`src/rtl/rx_watchdog_ctrl_if.sv`:
```
// Control/status bundle between the packet-detect path, the watchdog and rx_watchdog_ctrl.
// master drives the control inputs; slave is the controller side.
interface rx_watchdog_ctrl_if #(
  parameter int CNT_WIDTH     = 16,
  parameter int RST_CNT_WIDTH = 16
);
  logic                     ctrl_enable;
  logic                     pkt_begin;
  logic                     pkt_end;
  logic                     wd_rst_req;
  logic [CNT_WIDTH-1:0]     settle_len;
  logic [CNT_WIDTH-1:0]     rst_len;
  logic [CNT_WIDTH-1:0]     holdoff_len;
  logic [CNT_WIDTH-1:0]     timeout_len;
  logic                     cnt_clear;
  logic                     wd_enable;
  logic                     receiver_rst;
  logic [RST_CNT_WIDTH-1:0] rst_count;
  logic [2:0]               state_out;

  modport master (
    output ctrl_enable, pkt_begin, pkt_end, wd_rst_req,
    output settle_len, rst_len, holdoff_len, timeout_len, cnt_clear,
    input  wd_enable, receiver_rst, rst_count, state_out
  );

  modport slave (
    input  ctrl_enable, pkt_begin, pkt_end, wd_rst_req,
    input  settle_len, rst_len, holdoff_len, timeout_len, cnt_clear,
    output wd_enable, receiver_rst, rst_count, state_out
  );
endinterface

```
`src/rtl/rx_watchdog_ctrl.sv`:
```
// Purpose: arms the rx watchdog after settle, stretches a trip into receiver_rst, then blanks (holdoff).
// Latency: outputs decode registered state; wd_rst_req in ARMED at cycle N drives receiver_rst from N+1.
// Backpressure: none; pulses are consumed or ignored per state. WATCHDOG_CTRL_TIMEOUT_EN adds an ARMED timeout.
module rx_watchdog_ctrl #(
  parameter int CNT_WIDTH     = 16,
  parameter int RST_CNT_WIDTH = 16
) (
  input  logic              clk,
  input  logic              rstn,
  rx_watchdog_ctrl_if.slave bus
);
  typedef enum logic [2:0] {
    S_IDLE    = 3'd0,
    S_SETTLE  = 3'd1,
    S_ARMED   = 3'd2,
    S_RESET   = 3'd3,
    S_HOLDOFF = 3'd4
  } state_t;

  localparam logic [CNT_WIDTH-1:0] ONE = CNT_WIDTH'(1);

  state_t                   state, state_nxt;
  logic [CNT_WIDTH-1:0]     cnt, cnt_nxt;
  logic                     drop, drop_nxt;
  logic                     trip;
  logic                     tmo;
  logic [RST_CNT_WIDTH-1:0] trip_cnt;

`ifdef WATCHDOG_CTRL_TIMEOUT_EN
  logic [CNT_WIDTH-1:0] tcnt;

  assign tmo = (state == S_ARMED) && (tcnt == ONE);

  // Zero loaded on entry never reaches ONE, which disables the timeout.
  always_ff @(posedge clk or negedge rstn) begin
    if (!rstn) begin
      tcnt <= '0;
    end else if (state_nxt == S_ARMED && state != S_ARMED) begin
      tcnt <= bus.timeout_len;
    end else if (state == S_ARMED && tcnt != '0) begin
      tcnt <= tcnt - ONE;
    end
  end
`else
  logic unused_timeout;
  assign tmo            = 1'b0;
  assign unused_timeout = ^bus.timeout_len;
`endif

  always_ff @(posedge clk or negedge rstn) begin
    if (!rstn) begin
      state <= S_IDLE;
      cnt   <= '0;
      drop  <= 1'b0;
    end else begin
      state <= state_nxt;
      cnt   <= cnt_nxt;
      drop  <= drop_nxt;
    end
  end

  always_comb begin
    state_nxt = state;
    cnt_nxt   = cnt;
    drop_nxt  = drop;
    trip      = 1'b0;
    case (state)
      S_IDLE: begin
        if (bus.ctrl_enable && bus.pkt_begin) begin
          if (bus.settle_len == '0) begin
            state_nxt = S_ARMED;
          end else begin
            state_nxt = S_SETTLE;
            cnt_nxt   = bus.settle_len;
          end
        end
      end
      S_SETTLE: begin
        if (!bus.ctrl_enable || bus.pkt_end) begin
          state_nxt = S_IDLE;
        end else if (cnt == ONE) begin
          state_nxt = S_ARMED;
        end else begin
          cnt_nxt = cnt - ONE;
        end
      end
      S_ARMED: begin
        // A trip beats pkt_end; a timeout only fires when the packet is not ending.
        if (!bus.ctrl_enable) begin
          state_nxt = S_IDLE;
        end else if (bus.wd_rst_req || (tmo && !bus.pkt_end)) begin
          state_nxt = S_RESET;
          cnt_nxt   = (bus.rst_len == '0) ? ONE : bus.rst_len;
          drop_nxt  = 1'b0;
          trip      = 1'b1;
        end else if (bus.pkt_end) begin
          state_nxt = S_IDLE;
        end
      end
      S_RESET: begin
        // The pulse always runs to completion; a disable seen during it skips holdoff.
        drop_nxt = drop | ~bus.ctrl_enable;
        if (cnt == ONE) begin
          if (drop || !bus.ctrl_enable || bus.holdoff_len == '0) begin
            state_nxt = S_IDLE;
          end else begin
            state_nxt = S_HOLDOFF;
            cnt_nxt   = bus.holdoff_len;
          end
        end else begin
          cnt_nxt = cnt - ONE;
        end
      end
      S_HOLDOFF: begin
        if (!bus.ctrl_enable || cnt == ONE) begin
          state_nxt = S_IDLE;
        end else begin
          cnt_nxt = cnt - ONE;
        end
      end
      default: begin
        state_nxt = S_IDLE;
      end
    endcase
  end

  always_ff @(posedge clk or negedge rstn) begin
    if (!rstn) begin
      trip_cnt <= '0;
    end else if (bus.cnt_clear) begin
      trip_cnt <= '0;
    end else if (trip && trip_cnt != '1) begin
      trip_cnt <= trip_cnt + RST_CNT_WIDTH'(1);
    end
  end

  assign bus.wd_enable    = (state == S_ARMED);
  assign bus.receiver_rst = (state == S_RESET);
  assign bus.rst_count    = trip_cnt;
  assign bus.state_out    = state;
endmodule

```
`src/flat_wrapper.sv`:
```
// flat-port wrapper written by rule: the top's interface ports become plain ports
module rx_watchdog_ctrl_flat 
#(
  parameter int CNT_WIDTH     = 16,
  parameter int RST_CNT_WIDTH = 16
)
  (clk, rstn, bus_ctrl_enable, bus_pkt_begin, bus_pkt_end, bus_wd_rst_req, bus_settle_len, bus_rst_len, bus_holdoff_len, bus_timeout_len, bus_cnt_clear, bus_wd_enable, bus_receiver_rst, bus_rst_count, bus_state_out);
  rx_watchdog_ctrl_if #(.CNT_WIDTH(CNT_WIDTH), .RST_CNT_WIDTH(RST_CNT_WIDTH)) bus_i ();
  input  logic clk;
  input  logic rstn;
  input wire logic [$bits(bus_i.ctrl_enable)-1:0] bus_ctrl_enable;
  input wire logic [$bits(bus_i.pkt_begin)-1:0] bus_pkt_begin;
  input wire logic [$bits(bus_i.pkt_end)-1:0] bus_pkt_end;
  input wire logic [$bits(bus_i.wd_rst_req)-1:0] bus_wd_rst_req;
  input wire logic [$bits(bus_i.settle_len)-1:0] bus_settle_len;
  input wire logic [$bits(bus_i.rst_len)-1:0] bus_rst_len;
  input wire logic [$bits(bus_i.holdoff_len)-1:0] bus_holdoff_len;
  input wire logic [$bits(bus_i.timeout_len)-1:0] bus_timeout_len;
  input wire logic [$bits(bus_i.cnt_clear)-1:0] bus_cnt_clear;
  output wire logic [$bits(bus_i.wd_enable)-1:0] bus_wd_enable;
  output wire logic [$bits(bus_i.receiver_rst)-1:0] bus_receiver_rst;
  output wire logic [$bits(bus_i.rst_count)-1:0] bus_rst_count;
  output wire logic [$bits(bus_i.state_out)-1:0] bus_state_out;
  assign bus_i.ctrl_enable = bus_ctrl_enable;
  assign bus_i.pkt_begin = bus_pkt_begin;
  assign bus_i.pkt_end = bus_pkt_end;
  assign bus_i.wd_rst_req = bus_wd_rst_req;
  assign bus_i.settle_len = bus_settle_len;
  assign bus_i.rst_len = bus_rst_len;
  assign bus_i.holdoff_len = bus_holdoff_len;
  assign bus_i.timeout_len = bus_timeout_len;
  assign bus_i.cnt_clear = bus_cnt_clear;
  assign bus_wd_enable = bus_i.wd_enable;
  assign bus_receiver_rst = bus_i.receiver_rst;
  assign bus_rst_count = bus_i.rst_count;
  assign bus_state_out = bus_i.state_out;
  rx_watchdog_ctrl #(.CNT_WIDTH(CNT_WIDTH), .RST_CNT_WIDTH(RST_CNT_WIDTH)) u_core (.clk(clk), .rstn(rstn), .bus(bus_i));
endmodule
```
`config.mk`:
```
export PLATFORM = sky130hd
export DESIGN_NAME = rx_watchdog_ctrl_flat
export DESIGN_NICKNAME = d
export VERILOG_FILES = /design/src/rtl/rx_watchdog_ctrl_if.sv /design/src/rtl/rx_watchdog_ctrl.sv /design/src/flat_wrapper.sv
export SDC_FILE = /design/constraint.sdc
export NUM_CORES = 1
export LEC_CHECK = 0
export CORE_ASPECT_RATIO = 0.75
export CORE_MARGIN = 4
export CORE_UTILIZATION = 50
export CTS_CLUSTER_DIAMETER = 30
export DETAILED_ROUTE_END_ITERATION = 8
export PLACE_DENSITY_LB_ADDON = 0.3
export SETUP_SLACK_MARGIN = 0.05
export SLEW_MARGIN = 20
export SYNTH_ARGS = -nofsm -noshare
export SYNTH_HDL_FRONTEND = slang
export SYNTH_SLANG_ARGS = --single-unit
```
`constraint.sdc`:
```
create_clock -name clk -period 4.1 [get_ports clk]
set_input_delay 0.41 -clock clk [delete_from_list [all_inputs] [get_ports clk]]
set_output_delay 0.41 -clock clk [all_outputs]
set_load 0.02 [all_outputs]
```
==> metrics.csv <==
metric;value;unit
outcome;finished, final reports clean;
layout-drive-gt1-share;7.71;%
period_share;73.9;%
placedCellCount;469;
die_extent_in_y;73.0;um
fillers;464;
setup_viol_count_final;0;
avg_inst_size_synth;8.50;um^2
yosysTopAreaCell;sky130_fd_sc_hd__dfrtp_1;
number_of_violations_reported_at_the_end_of_detailed_routing_iteration_0;330;
layout.cells.non_filler;477;
vdd_drop_max;0.314;mV
hold_buffers;0;
power_frac_clock;12.6;%
timing.final.ws_setup;1.07;ns
critPathArrivalTime;2.62;ns
clk_transition_reported_paths;0.07;ns
rows;23;
crit-reg2reg-launch;u_core.cnt[4]$_DFFE_PN0P_;
share_of_power_burned_in_combinational_logic;58.2;%
mappedNetlistArea;2810;um^2
post_cts_resized;0;
r2r_setup_slack;1.17;ns
time_the_final_worst_path_needs_with_i_o_delays_and_setup;3.03;ns
clock_sinks;36;
crit_fanout;17;
post_drt_via_cell_ratio;6.41;
finalSetupTns;0;ns
startpoint_type;register;
cts_tree;done;
mostFrequentLayoutCell;sky130_fd_sc_hd__clkdlybuf4s50_1;
post_synthesis_sequential_element_count;36;
cts-buffers-inserted;5;
synthesized_instance_count;331;
rsz0062_at_grt;no;
io_pins;92;
max-slew-margin-rel;44.3;%
antenna_cells_inserted;0;
buffers_on_ports;75;
setup.worst_path.start;u_core.bus.state_out[1]$_DFFE_PN0P_;
stdcell_area;3680;um^2
transition_time_of_the_tightest_slew_check_pin;0.831;ns
worstRegToRegCells;5;
synth_async_sr_flop_share;100;%
finalHoldViolCount;0;
num_vias;3058;
initial_core_util;52.0;%
type_of_element_capturing_the_critical_path;output pin;
critPathKind;reg -> out;
path_cells;inv_1 -> nor2_1 -> clkdlybuf4s50_1;
net-switching-power;0.00103;W
timing.clock.skew;0.00919;ns
synth_top_cells_by_area;sky130_fd_sc_hd__dfrtp_1 (32%), sky130_fd_sc_hd__nor2_1 (6.4%), sky130_fd_sc_hd__nor4_1 (4.2%), sky130_fd_sc_hd__o31ai_2 (3.1%), sky130_fd_sc_hd__nor3_1 (3.0%);
post-route-drc-count;0;
dpl.hpwl;6.79;mm
count_of_flip_flops_with_a_built_in_enable_after_synthesis;0;
worstSkewPairLatency;0.29;ns
worstReg2RegEnd;u_core.cnt[1]$_DFFE_PN0P_;
synthDistinctLibCells;70;
cts_htree_levels;2;
crit_required;3.69;ns
top_library_cells_by_usage_in_the_layout_fill_and_taps_aside;sky130_fd_sc_hd__clkdlybuf4s50_1 (75), sky130_fd_sc_hd__nor2_1 (48), sky130_fd_sc_hd__dfrtp_1 (36);
gr-usage-all-layers;26.4;%
synth_top_flop_cell;sky130_fd_sc_hd__dfrtp_1;
dpl_cell_area;3580;um^2
worst_hold_path_type;in -> async;
p_seq_share;29.3;%
route.final.wire_length;8.74;mm
global_route_wire_length_before_repair;14.3;mm
antenna_found_initial;0;
cts_root_buffer;sky130_fd_sc_hd__clkbuf_8;
delay_contributed_by_the_slowest_stage_of_the_critical_path;0.74;ns
timing.critical_path.buf_inv;2;
place.gp.congestion;1.02;
mappedNetlistNets;405;
die-area;6900;um^2
drt_pre_antenna_iters;5;
ant_nets;0;
clock_tree.buffer_depth;2;
postCtsSetupRepairBufs;0;
grt_start_max_net_pins;37;
drt-wirelength-per-cell;18.3;um
synth.yosys.seq_area_share;32.0;%
cellInternalPower;0.00111;W
die_width;94.6;um
power.total;0.00215;W
critPathTopFamily;buffers and inverters;
power_per_unit_of_standard_cell_area;584;nW/um^2
total_leakage_power;1.38;nW
grt_pass1_vias;2934;
max_clock_freq;0.330;GHz
final_nets;475;
coreArea;5410;um^2
yosysWarningCount;0;
grt_remaining_overflow;0;
worst_path_max_delay_cell;sky130_fd_sc_hd__clkdlybuf4s50_1;
dp_worst_setup_slack;0.958;ns
final_max_slew_viol_count;0;
synth_top_cell_area_share;32.0;%
switching_share;48.1;%
max-cap-violations;0;
signed_area_change_from_the_synthesized_netlist_to_the_final_layout;30.7;%
per-layer routing:
| metal | track usage (%) | part of all wire, % | vias up |
|---|---|---|---|
| met3 | 7.42 | 13 | 29 |
| met1 | 39.3 | 44 | 1417 |
| met4 | 9.60 | 2.5 | 0 |
| met2 | 36.3 | 41 | 206 |
| li1 | - | - | 1406 |
| met5 | 0 | 0 | - |
sequential cells by signal (all words and copies together) (netlist names):
register,count
u_core.cnt,16
u_core.bus.rst_count,16
u_core.bus.state_out,3
u_core.drop,1
power by group through the flow:
stage                     sequential, W  combinational [W]  clock, W
after floorplan                0.000586           0.000947         0
after global placement         0.000627            0.00118         0
after detailed placement       0.000626            0.00121         0
after CTS                      0.000621            0.00122  0.000271
after global routing           0.000646            0.00136  0.000288
final                          0.000629            0.00125  0.000270
per-stage QoR:
step           hold slack, ns  utilization [%]
5_1_grt                 0.561             68.0
2_1_floorplan           0.114                -
6_report                0.523             68.0
3_5_place_dp            0.520             66.3
4_1_cts                 0.537             68.0
3_3_place_gp            0.514             66.3
cells in the mapped netlist (7+ instances only):
library cell               n
sky130_fd_sc_hd__o31ai_1   7
sky130_fd_sc_hd__nand2_1  14
sky130_fd_sc_hd__o21ai_1  11
sky130_fd_sc_hd__nor3_1   17
sky130_fd_sc_hd__or3_1     9
sky130_fd_sc_hd__o31ai_2   7
sky130_fd_sc_hd__xnor2_1   8
sky130_fd_sc_hd__dfrtp_1  36
sky130_fd_sc_hd__inv_1    11
sky130_fd_sc_hd__xor2_1    9
sky130_fd_sc_hd__nand3_1   8
sky130_fd_sc_hd__o21ai_0  12
sky130_fd_sc_hd__nor4_1   19
sky130_fd_sc_hd__a21oi_1  14
sky130_fd_sc_hd__a221o_1   7
sky130_fd_sc_hd__nor2_1   48
worst max-delay path by stage:
stage	to	slack (ns)	cells past startpoint
floorplan	u_core.cnt[15]$_DFFE_PN0P_	1.97	9
global placement	u_core.cnt[1]$_DFFE_PN0P_	1.01	7
detailed placement	u_core.cnt[1]$_DFFE_PN0P_	0.96	7
CTS	bus_wd_enable	1.13	3
global route	bus_wd_enable	0.94	3
finish	bus_wd_enable	1.07	3
logic make-up (layout without fill, tap and decap cells):
logic type | Yosys count | after routing | synth area share, %
and+or+nand+nor | 150 | 150 | 29.5
AOI/OAI and AO/OA | 96 | 96 | 25.7
DFF | 36 | 36 | 32.0
buffers and inverters | 25 | 96 | 4.62
xor gates and xnor gates | 17 | 17 | 5.29
muxes | 4 | 4 | 1.51
adders and majority gates | 3 | 3 | 1.33
final cells by class:
cell class,count,area [um^2],share of cell area (%)
clock buffer,7,86.3,2.35
tap,75,93.8,2.55
timing repair buffer,77,766,20.8
multi-input combinational,270,1780,48.5
inverter,11,41.3,1.12
sequential,36,901,24.5
clock inverter,1,7.51,0.204
(Power assumes the default switching activity.)
